### src/rtl/neural_packetizer_mc.sv
// Multichannel neural sample packetizer: per-channel raw/spike filtering, timestamped
// data words and periodic drop-count sync words, buffered in a FWFT valid/ready FIFO.
module neural_packetizer_mc #(
    parameter int unsigned SAMPLE_W   = 12,
    parameter int unsigned CH_W       = 4,
    parameter int unsigned NUM_CH     = 16,
    parameter int unsigned TS_W       = 12,
    parameter int unsigned FIFO_DEPTH = 16,
    localparam int unsigned OUT_W     = 4 + CH_W + TS_W + SAMPLE_W,
    localparam int unsigned LVL_W     = $clog2(FIFO_DEPTH) + 1
) (
    input  logic                sys_clk,
    input  logic                sys_rst,
    input  logic [SAMPLE_W-1:0] adc_sample,
    input  logic [CH_W-1:0]     adc_channel,
    input  logic                adc_valid,
    input  logic                mode,
    input  logic [SAMPLE_W-1:0] threshold,
    input  logic [NUM_CH-1:0]   ch_enable,
    output logic [OUT_W-1:0]    data_out,
    output logic                data_valid,
    input  logic                data_ready,
    output logic [LVL_W-1:0]    fifo_level,
    output logic [15:0]         drop_count
);

    localparam int unsigned PTR_W = $clog2(FIFO_DEPTH);
    localparam int unsigned DEV_W = SAMPLE_W + 1;
    localparam int unsigned CH_N  = 1 << CH_W;
    localparam logic [DEV_W-1:0] MID = DEV_W'(1) << (SAMPLE_W - 1);

    logic [TS_W-1:0]     ts;
    logic                sync_pending;
    logic                ovf_pending;

    logic                s1_keep;
    logic                s1_spike;
    logic [CH_W-1:0]     s1_ch;
    logic [TS_W-1:0]     s1_ts;
    logic [SAMPLE_W-1:0] s1_sample;

    logic [OUT_W-1:0]    mem [FIFO_DEPTH];
    logic [PTR_W-1:0]    wr_ptr;
    logic [PTR_W-1:0]    rd_ptr;

    // Capture-side keep decision
    logic [DEV_W-1:0]    samp_ext;
    logic [DEV_W-1:0]    dev;
    logic [CH_N-1:0]     en_ext;
    logic                spike_c;
    logic                keep_c;

    always_comb begin
        samp_ext = {1'b0, adc_sample};
        dev      = (samp_ext >= MID) ? (samp_ext - MID) : (MID - samp_ext);
        spike_c  = dev > {1'b0, threshold};
        en_ext   = CH_N'(ch_enable);
        keep_c   = adc_valid && (32'(adc_channel) < NUM_CH) && en_ext[adc_channel]
                   && (!mode || spike_c);
    end

    // Write arbitration: data beats sync; the head register counts toward the level
    logic                pop;
    logic                can_wr;
    logic                data_wr;
    logic                sync_wr;
    logic                wr;
    logic                load;
    logic [LVL_W-1:0]    mem_cnt;
    logic [OUT_W-1:0]    wr_word;

    always_comb begin
        pop     = data_valid && data_ready;
        can_wr  = (32'(fifo_level) < FIFO_DEPTH) || pop;
        data_wr = s1_keep && can_wr;
        sync_wr = !s1_keep && sync_pending && can_wr;
        wr      = data_wr || sync_wr;
        mem_cnt = fifo_level - LVL_W'(data_valid);
        load    = (mem_cnt != '0) && (!data_valid || pop);
        if (data_wr) begin
            wr_word = {2'b01, ovf_pending, s1_spike, s1_ch, s1_ts, s1_sample};
        end else begin
            wr_word = {2'b10, 2'b00, (OUT_W - 4)'(drop_count)};
        end
    end

    always_ff @(posedge sys_clk) begin
        if (sys_rst) begin
            ts           <= '0;
            sync_pending <= 1'b0;
            ovf_pending  <= 1'b0;
            drop_count   <= '0;
            s1_keep      <= 1'b0;
            s1_spike     <= 1'b0;
            s1_ch        <= '0;
            s1_ts        <= '0;
            s1_sample    <= '0;
            wr_ptr       <= '0;
            rd_ptr       <= '0;
            fifo_level   <= '0;
            data_out     <= '0;
            data_valid   <= 1'b0;
        end else begin
            ts        <= ts + TS_W'(1);
            s1_keep   <= keep_c;
            s1_spike  <= spike_c;
            s1_ch     <= adc_channel;
            s1_ts     <= ts;
            s1_sample <= adc_sample;

            // A wrap on the same edge as a sync write re-arms for the new period
            if (ts == '1) begin
                sync_pending <= 1'b1;
            end else if (sync_wr) begin
                sync_pending <= 1'b0;
            end

            if (s1_keep && !can_wr) begin
                ovf_pending <= 1'b1;
                if (drop_count != 16'hFFFF) begin
                    drop_count <= drop_count + 16'd1;
                end
            end else if (data_wr) begin
                ovf_pending <= 1'b0;
            end

            if (wr) begin
                wr_ptr <= wr_ptr + PTR_W'(1);
            end
            fifo_level <= LVL_W'(fifo_level + LVL_W'(wr) - LVL_W'(pop));

            if (load) begin
                data_out   <= mem[rd_ptr];
                rd_ptr     <= rd_ptr + PTR_W'(1);
                data_valid <= 1'b1;
            end else if (pop) begin
                data_valid <= 1'b0;
            end
        end
    end

    // Storage array; contents are don't-care after reset since the pointers restart
    always_ff @(posedge sys_clk) begin
        if (wr) begin
            mem[wr_ptr] <= wr_word;
        end
    end

endmodule

### config.mk
export PLATFORM = sky130hd
export DESIGN_NAME = neural_packetizer_mc
export DESIGN_NICKNAME = d
export VERILOG_FILES = /design/src/rtl/neural_packetizer_mc.sv
export SDC_FILE = /design/constraint.sdc
export NUM_CORES = 1
export LEC_CHECK = 0
export ABC_AREA = 1
export CAP_MARGIN = 0
export CORE_ASPECT_RATIO = 0.5
export CORE_UTILIZATION = 47
export DETAILED_ROUTE_END_ITERATION = 16
export PLACE_DENSITY = 0.74
export SYNTH_ARGS = -nofsm -noshare
export SYNTH_HDL_FRONTEND = slang
export SYNTH_SLANG_ARGS = --single-unit
### constraint.sdc
create_clock -name sys_clk -period 2.9 [get_ports sys_clk]
set_input_delay 0.58 -clock sys_clk [delete_from_list [all_inputs] [get_ports sys_clk]]
set_output_delay 0.58 -clock sys_clk [all_outputs]
set_load 0.1 [all_outputs]
Word-level counts from Yosys, hierarchy flattened
Memory sizes are Yosys's and may differ from the RTL's. A register that Yosys moved wholly into a read port is not among the register bits.
Index checks and enable logic that the tools add are counted.
- flip-flop bits (word level): 74
- word-level logic and storage cells: 62
- memories: 1
- memory bits (writable): 512
- add/sub/neg operators: 9
- multiplexer cells: 12
- reduce and logical (&&, ||, !) cells: 21
- eq/ne operators: 2
- $lt $le $gt $ge: 4
- memory list (name ; depth ; bits a word ; read ports ; clocked after Yosys merged registers in ; wr ports ; RTL line ; RTL):
    mem ; 16 ; 32 ; 1 ; 1 ; 1 ; 42 ; logic [OUT_W-1:0] mem [FIFO_DEPTH];
- operators with widths (cell ; number):
    two-way mux 32 bit ; 1
    adder 16 x 1 -> 16 bit, second input constant ; 1
    != test 16 bit, second input constant ; 1
    greater-than comparator 13 x 12 -> 1 bit ; 1
    two-way mux 13 bit ; 1
    subtractor 12 x 12 -> 13 bit, first input constant ; 1
    subtractor 12 x 12 -> 13 bit, second input constant ; 1
    adder 12 x 1 -> 12 bit, second input constant ; 1
    equality test 12 bit, second input constant ; 1
    greater-or-equal comparator 12 bit, second input constant ; 1
    subtractor 5 x 1 -> 5 bit ; 2
    two-way mux 1 bit ; 9
    adder 4 x 1 -> 4 bit, second input constant ; 2
    logical AND 1 bit ; 8
    nonzero test 2 bit ; 3
    adder 5 x 1 -> 5 bit ; 1
    < comparator 4 x 5 -> 1 bit, second input constant ; 1
    < comparator 5 bit, second input constant ; 1
    nonzero test 5 bit ; 1
    binary-select mux 1 bit (select 4 bit) ; 1
    logical NOT 1 bit ; 4
    logical OR 1 bit ; 4
    AND reduction 2 bit ; 1

Depth between registers and ports, before layout
Gate-level depths: netlist of the first run.
- depth in word-level cells: 6
- depth in mapped cells: 15

Worst setup path after synthesis of the first run
No wires, ideal clock.
- path type: reg2reg
- start point: register data_valid
- end point: memory mem[11][0] (netlist name), enable pin
- clock period less this slack: 3.475 ns
- path slack: -0.575 ns
- stages on the path, launching flop included: 7
- arrival time: 3.054 ns
- required time: 2.479 ns
- setup time: 0.421 ns
- cell sequence: dfxtp_1 -> nand2_1 -> nand2_1 -> o21ai_1 -> nor2_1 -> inv_1 -> nor2_1
- cells in the longest elaborated chain, start to end: 6
- RTL lines (what ; RTL line ; RTL):
    start, declared ; 21 ; output logic data_valid,
    start signal, assigned ; 102 ; data_valid <= 1'b0;
    start signal, assigned ; 135 ; data_valid <= 1'b1;
    start signal, assigned ; 137 ; data_valid <= 1'b0;
    logical AND 1 bit (*) ; 73 ; pop = data_valid && data_ready;
    logical OR 1 bit (*) ; 74 ; can_wr = (32'(fifo_level) < FIFO_DEPTH) || pop;
    logical AND 1 bit (on tied branches) ; 75, 76 ;
    logical OR 1 bit (*) ; 77 ; wr = data_wr || sync_wr;
    two-way mux 1 bit (*) ; 144 ; if (wr) begin
    two-way mux 1 bit (implied by the code) (*) ; 145 ; mem[wr_ptr] <= wr_word;
    end, declared ; 42 ;
Every way passes the cells marked *; elsewhere a longest branch is shown, timed or not.

Worst setup path in the final report of the first run
- start point: input adc_sample[2]
- end point: register s1_keep
- cells in the longest elaborated chain, start to end: 5
- RTL lines (what ; RTL line ; RTL):
    start, declared ; 14 ; input logic [SAMPLE_W-1:0] adc_sample,
    subtractor 12 x 12 -> 13 bit or greater-or-equal comparator 12 bit (tied branches) ; 55 ; dev = (samp_ext >= MID) ? (samp_ext - MID) : (MID - samp_ext);
    two-way mux 13 bit (*) ; 55 ;
    greater-than comparator 13 x 12 -> 1 bit (*) ; 56 ; spike_c = dev > {1'b0, threshold};
    logical OR 1 bit (*) ; 59 ; && (!mode || spike_c);
    logical AND 1 bit (*) ; 59 ;
    end signal, assigned ; 105 ; s1_keep <= keep_c;
    end, declared ; 36 ; logic s1_keep;
Marked as above.
A chain may end at the register's enable or synchronous reset.

==> metrics.cfg, run 1 <==
[outcome]
outcome = completed

[layout]
fill_cells = 4652
layoutNonFillerInstCount = 3734
area_delta_synth_final_pct = 15.60
nets = 3013
drive_gt1_share_pct = 8.999
final_common_cell = nand2_1
num_antenna_cells = 0
layout_common_cells = nand2_1 (892), edfxtp_1 (512), inv_1 (411), nand3_1 (351), nor2_1 (205)

[die]
core_area_mm2 = 0.05617
num_rows = 61
io_pins = 103
dieWidth_um = 340.9
start_util_pct = 48.06
chipHeight_um = 171.5
die-area_mm2 = 0.05846

[grt]
antenna_found_initial = 1
grt-ovfl-total = 0
grt_pass1_wl_um = 101100
grt_pass1_vias = 18550
grt_util_met1_pct = 30.82
busiest_layer = met2
grt_usage_pct = 22.43
grt_use_met3_pct = 3.183
met2_usage_pct = 37.58
grt_start_max_net_pins = 142

[power_and_ir_drop]
power.total_mw = 25.38
p_switching_mw = 9.085
comb_power_share_pct = 30.6
clkPwrFrac_pct = 30.1
netSwitchingFraction_pct = 35.80
peakVddDrop_v = 0.0009060
power.leakage_nw = 13.17
seqPwrFrac_pct = 39.3
p_int_mw = 16.29
power_density_mw_per_mm2 = 813.2

[critical_path]
max_stage_delay_ns = 0.42
path_buf_inv = 2
required_ns = 3.38
path_common_cell = nand3_1
crit_type = in2reg
crit_path_top_delay_cell = clkdlybuf4s50_1
end_kind = flip-flop
cp_top_family = simple AND/OR/NAND/NOR gates
arrival_ns = 2.82
cp_max_fo = 3
crit_chain = clkdlybuf4s50_1, nor2_1, nand4_1, nor3_1, nand3_1, nand3_1, nand2_1, ha_1, nand3_1, inv_1, a21oi_1, nand2_1, a21oi_1, nor2_1
crit_path_start_kind = input pin

[clock_network]
clock-root-buffer = clkbuf_16
clk_pin_slew_ns = 0.06
cts_sinks = 618
cts_buffers = 55
clockBufferDepth = 3
htreeDepth = 2
postCtsHoldBufs = 0
cts_setup_buffers = 0
cts_tree = done
cts_resized = 0
clk_latency_ns = 0.60

[yosys]
synth_seq_area_share_pct = 64.81
syn_nets = 2901
synth_cell_types = 33
avgSynthCellArea_um2 = 9.563
ys_ff_latch = 618
synthCells = 2823
netlist_area_mm2 = 0.02700
yosysWarnings = 0

[hold_path]
hold_class = reg2reg

[route]
ant_nets = 0
dr.pass1.iters = 6
post_drt_via_cell_ratio = 5.185
dr_total_vias = 19360
post_drt_wl_per_cell_um = 17.60
remaining_drc_errors = 0
first_iter_violations = 1884
wirelength_um = 65710

[sta]
fin_skew_ns = 0.02339
slew_violations = 0
rsz0062_at_grt = false
period_share_pct = 80.58
worst_pin_slew_ns = 1.088
slew_headroom_pct = 27.19
fin_crit_ns = 2.337
max_freq_mhz = 427.9
fin_ws_ns = 0.5630
setup_viol = 0
hold_viol_final = 0
setup_tns_ns = 0

[placed_design]
io_buffer_count = 102
dp_slack_ns = 0.008849
place_inst = 3634
post-dp-hpwl_um = 38510
gp_congestion = 0.8166

[flow_run]
drv_cap = 0

-- routing by layer --
metal  routed length [um]  vias to the layer above
met4                 1360                        0
li1                     -                     9285
met2                30790                      878
met1                27420                     9083
met5                    0                        -
met3                 6136                      115
-- Yosys cell counts --
library cell | count | area share, %
o31ai_1 | 1 | 0.028
inv_1 | 411 | 5.7
a31oi_1 | 1 | 0.023
clkinv_1 | 3 | 0.042
nand2_2 | 2 | 0.046
clkbuf_1 | 24 | 0.33
ha_1 | 28 | 1.3
nand4_1 | 10 | 0.23
nor3_2 | 1 | 0.037
nor2_1 | 222 | 3.1
a21oi_1 | 32 | 0.59
nor4_1 | 1 | 0.023
o21ai_0 | 37 | 0.69
inv_2 | 3 | 0.042
o22ai_1 | 1 | 0.023
dfxtp_1 | 106 | 7.9
edfxtp_1 | 512 | 57
a21oi_2 | 7 | 0.23
nor3_1 | 12 | 0.22
buf_4 | 11 | 0.31
o211ai_1 | 6 | 0.17
o21ai_4 | 1 | 0.060
nor2_4 | 1 | 0.042
buf_1 | 17 | 0.24
nor2_2 | 2 | 0.046
buf_2 | 79 | 1.5
and2_1 | 1 | 0.023
fa_1 | 1 | 0.074
xor2_1 | 21 | 0.68
nand3_1 | 351 | 6.5
nand2_1 | 893 | 12
buf_6 | 2 | 0.083
o21ai_1 | 23 | 0.43
-- worst paths after layout --
check	start	to	slack, ns	cells after the start
max	adc_sample[2]	s1_keep	0.56	14
min	ts[0]	ts[0]	0.46	1
min reg2reg	ts[0]	ts[0]	0.46	1
max reg2reg	data_valid	fifo_level[4]	0.70	11
-- power by group through the flow --
stage / combinational (mW) / clock, mW / sequential [mW]
finish: 7.76 / 7.64 / 9.97
global route: 8.52 / 8.02 / 10.0
CTS: 7.73 / 7.69 / 9.98
detailed placement: 7.68 / 0 / 10.2
global placement: 7.53 / 0 / 10.2
floorplan: 4.34 / 0 / 11.6
-- cells by family after synthesis --
kind of cell	count (synthesis)	synth area share [%]
and+or+nand+nor	1496	22.68
AOI/OAI and AO/OA	109	2.234
adders and majority gates	29	1.372
DFF	618	64.81
buffers and inverters	550	8.222
xor gates and xnor gates	21	0.6813
-- area by class of cell --
type	instances	area [um2]	area share, %
Clock buffer	69	1489	4.771
Clock inverter	31	397.9	1.275
Inverter	417	1573	5.040
Timing Repair Buffer	188	1889	6.054
Multi-Input combinational cell	1655	7406	23.73
Sequential cell	618	17510	56.10
Tap cell	756	945.9	3.031
-- registers in the layout, indices dropped and copies added, names as in the netlist, 4 cells and up --
name,count
mem,512
data_out,32
drop_count,16
s1_sample,12
s1_ts,12
ts,12
fifo_level,5
rd_ptr,4
s1_ch,4
wr_ptr,4
-- per-stage QoR --
| step | hold slack, ns | cell area [um2] | util, % |
|---|---|---|---|
| 2_1_floorplan | 0.4173 | 27040 | - |
| 3_3_place_gp | 0.4354 | 29320 | 52.20 |
| 3_5_place_dp | 0.4484 | 29320 | 52.20 |
| 4_1_cts | 0.4629 | 31210 | 55.56 |
| 5_1_grt | 0.4748 | 31210 | 55.56 |
| 6_report | 0.4607 | 31210 | 55.56 |
-- worst reg2reg max path, stage by stage, from the launching register on --
cell and delay (ns):
dfxtp_1 0.38, nand2_1 0.10, nand2_1 0.11, o21ai_1 0.11, ha_1 0.29, inv_1 0.06, ha_1 0.15, inv_1 0.05
fa_1 0.39, o31ai_1 0.26, o21ai_0 0.11, a21oi_1 0.12
Power figures use the tool's default switching activity.
==> run 2: changes to the inputs <==
--- a/config.mk
+++ b/config.mk
@@ -10,7 +10,7 @@
 export CORE_ASPECT_RATIO = 0.5
 export CORE_UTILIZATION = 47
 export DETAILED_ROUTE_END_ITERATION = 16
-export PLACE_DENSITY = 0.74
+export PLACE_DENSITY = 0.71
 export SYNTH_ARGS = -nofsm -noshare
 export SYNTH_HDL_FRONTEND = slang
 export SYNTH_SLANG_ARGS = --single-unit
==> constraint.sdc (replaced) <==
create_clock -name sys_clk -period 2.45 [get_ports sys_clk]
set_input_delay 0.49 -clock sys_clk [delete_from_list [all_inputs] [get_ports sys_clk]]
set_output_delay 0.49 -clock sys_clk [all_outputs]
set_load 0.1 [all_outputs]
==> run 2 against run 1 <==
  * Routed wire length is 0.80% higher
  * Cell area increased by 1.8%
  * Clock skew is 0.00078 ns higher
  * Final cell count grew 1.2%
  * Sequential share of layout area decreased by 0.98 points
  * Utilization rose by 1.0 points
  * Combinational power grew 20%
  * Non-clock buffer count up 39
  * Count of clock-buffer cells in the layout is 10 higher
  * Critical path depth is 6 lower
  * Register-to-register slack got worse by 0.43 ns
  * Via count decreased by 0.21%
  * Largest power group unchanged
  * Highest routed layer is now met5
==> metrics.cfg, run 2 (synthesis results as in run 1) <==
[sta]
hold_viol_final = 0
fin_skew_ns = 0.02417
setup_viol = 0
period_share_pct = 89.86
max_freq_mhz = 454.2
hold_ws_ns = 0.4052
slew_violations = 0
worst_pin_slew_ns = 1.225
slew_headroom_pct = 18.04
fin_crit_ns = 2.202
rsz0062_at_grt = false
setup_tns_ns = 0

[layout]
nets = 3052
final_area_mm2 = 0.03177
area_delta_synth_final_pct = 17.69
layout_common_cells = nand2_1 (892), edfxtp_1 (512), inv_1 (411), nand3_1 (351), nor2_1 (205)
fill_cells = 4659
top_regs = mem x512, data_out x32, drop_count x16
drive_gt1_share_pct = 10.10
largest_reg_flops = 512
largest_register = mem
final_common_cell = nand2_1
num_antenna_cells = 0

[clock_network]
postCtsHoldBufs = 0
clk_latency_ns = 0.61
cts_resized = 0
cts_buffers = 55
cts_tree = done
clockBufferDepth = 3
cts_sinks = 618
clock-root-buffer = clkbuf_16
cts_setup_buffers = 0
htreeDepth = 2
clk_pin_slew_ns = 0.06

[critical_path]
crit_type = in2reg
crit_chain = clkdlybuf4s50_1, nand2_1, nand2_1, buf_4, inv_1, nor2_2, inv_1, nor2_1
crit_path_start_kind = input pin
cp_top_family = simple AND/OR/NAND/NOR gates
cp_max_fo = 16
arrival_ns = 2.42
crit_path_top_delay_cell = nor2_1
end_kind = flip-flop
path_buf_inv = 4
max_stage_delay_ns = 0.92
required_ns = 2.67

[route]
first_iter_violations = 2048
dr_total_vias = 19320
ant_nets = 0
post_drt_wl_per_cell_um = 17.54
post_drt_via_cell_ratio = 5.115
wirelength_um = 66230
remaining_drc_errors = 0
dr.pass1.iters = 5

[placed_design]
io_buffer_count = 102
post-dp-hpwl_um = 39950
dpl-instance-area_mm2 = 0.02988
gp_congestion = 0.8510

[die]
start_util_pct = 48.06
num_rows = 61
core_area_mm2 = 0.05617
chipHeight_um = 171.5
io_pins = 103
die-area_mm2 = 0.05846
dieWidth_um = 340.9

[grt]
grt-ovfl-total = 0
grt_pass1_vias = 18350
grt_pass1_wl_um = 101800
grt_usage_pct = 22.55
grt_start_max_net_pins = 119
antenna_found_initial = 1

[flow_run]
drv_cap = 0

[outcome]
outcome = completed

[hold_path]
hold_class = in2reg

[power_and_ir_drop]
peakVddDrop_v = 0.0005595
power.total_mw = 30.21
power.leakage_nw = 13.44
power_density_mw_per_mm2 = 950.7

## run 2: layer usage
layer	share of wire (%)	GRT usage [%]	routed length, um	vias up
met1	43	31.43	28720	9016
met5	0.020	0	13	-
li1	-	-	-	9355
met3	9.0	3.802	5965	97
met4	1.7	5.362	1131	2
met2	46	37.02	30410	850
## run 2: worst min-delay path, stage by stage
cell	delay [ns]
buf_2	0.10
inv_2	0.19
nand2_1	0.14
nor2_1	0.03
## run 2: path summary, 6_finish.rpt
check	start	end	slack [ns]	cells after the start
max	data_ready	mem[12][29]	0.25	8
min	sys_rst	drop_count[12]	0.41	4
max reg2reg	data_valid	mem[12][29]	0.27	7
min reg2reg	ts[0]	ts[0]	0.45	1
## run 2: power by group
group / switching (mW) / internal (mW) / total (mW)
Combinational: 6.75 / 2.57 / 9.32
Clock: 3.82 / 5.23 / 9.05
Sequential: 0.241 / 11.6 / 11.8
Total: 10.8 / 19.4 / 30.2
## run 2: area by class of cell
cell class | count | area [um2] | share of cell area (%)
Sequential cell | 618 | 17510 | 55.12
Multi-Input combinational cell | 1655 | 7411 | 23.32
Timing Repair Buffer | 227 | 2432 | 7.655
Clock buffer | 79 | 1579 | 4.970
Inverter | 417 | 1573 | 4.950
Tap cell | 756 | 945.9 | 2.977
Clock inverter | 25 | 317.8 | 1.000
## run 2: through the flow
step           utilization [%]  worst slack, ns  std cells
6_report                 56.56           0.2484       3777
2_1_floorplan                -           0.1097       2823
4_1_cts                  56.56           0.3138       3777
5_1_grt                  56.56          0.09287       3777
3_3_place_gp             53.19          -0.3460       3673
3_5_place_dp             53.19          -0.3187       3673
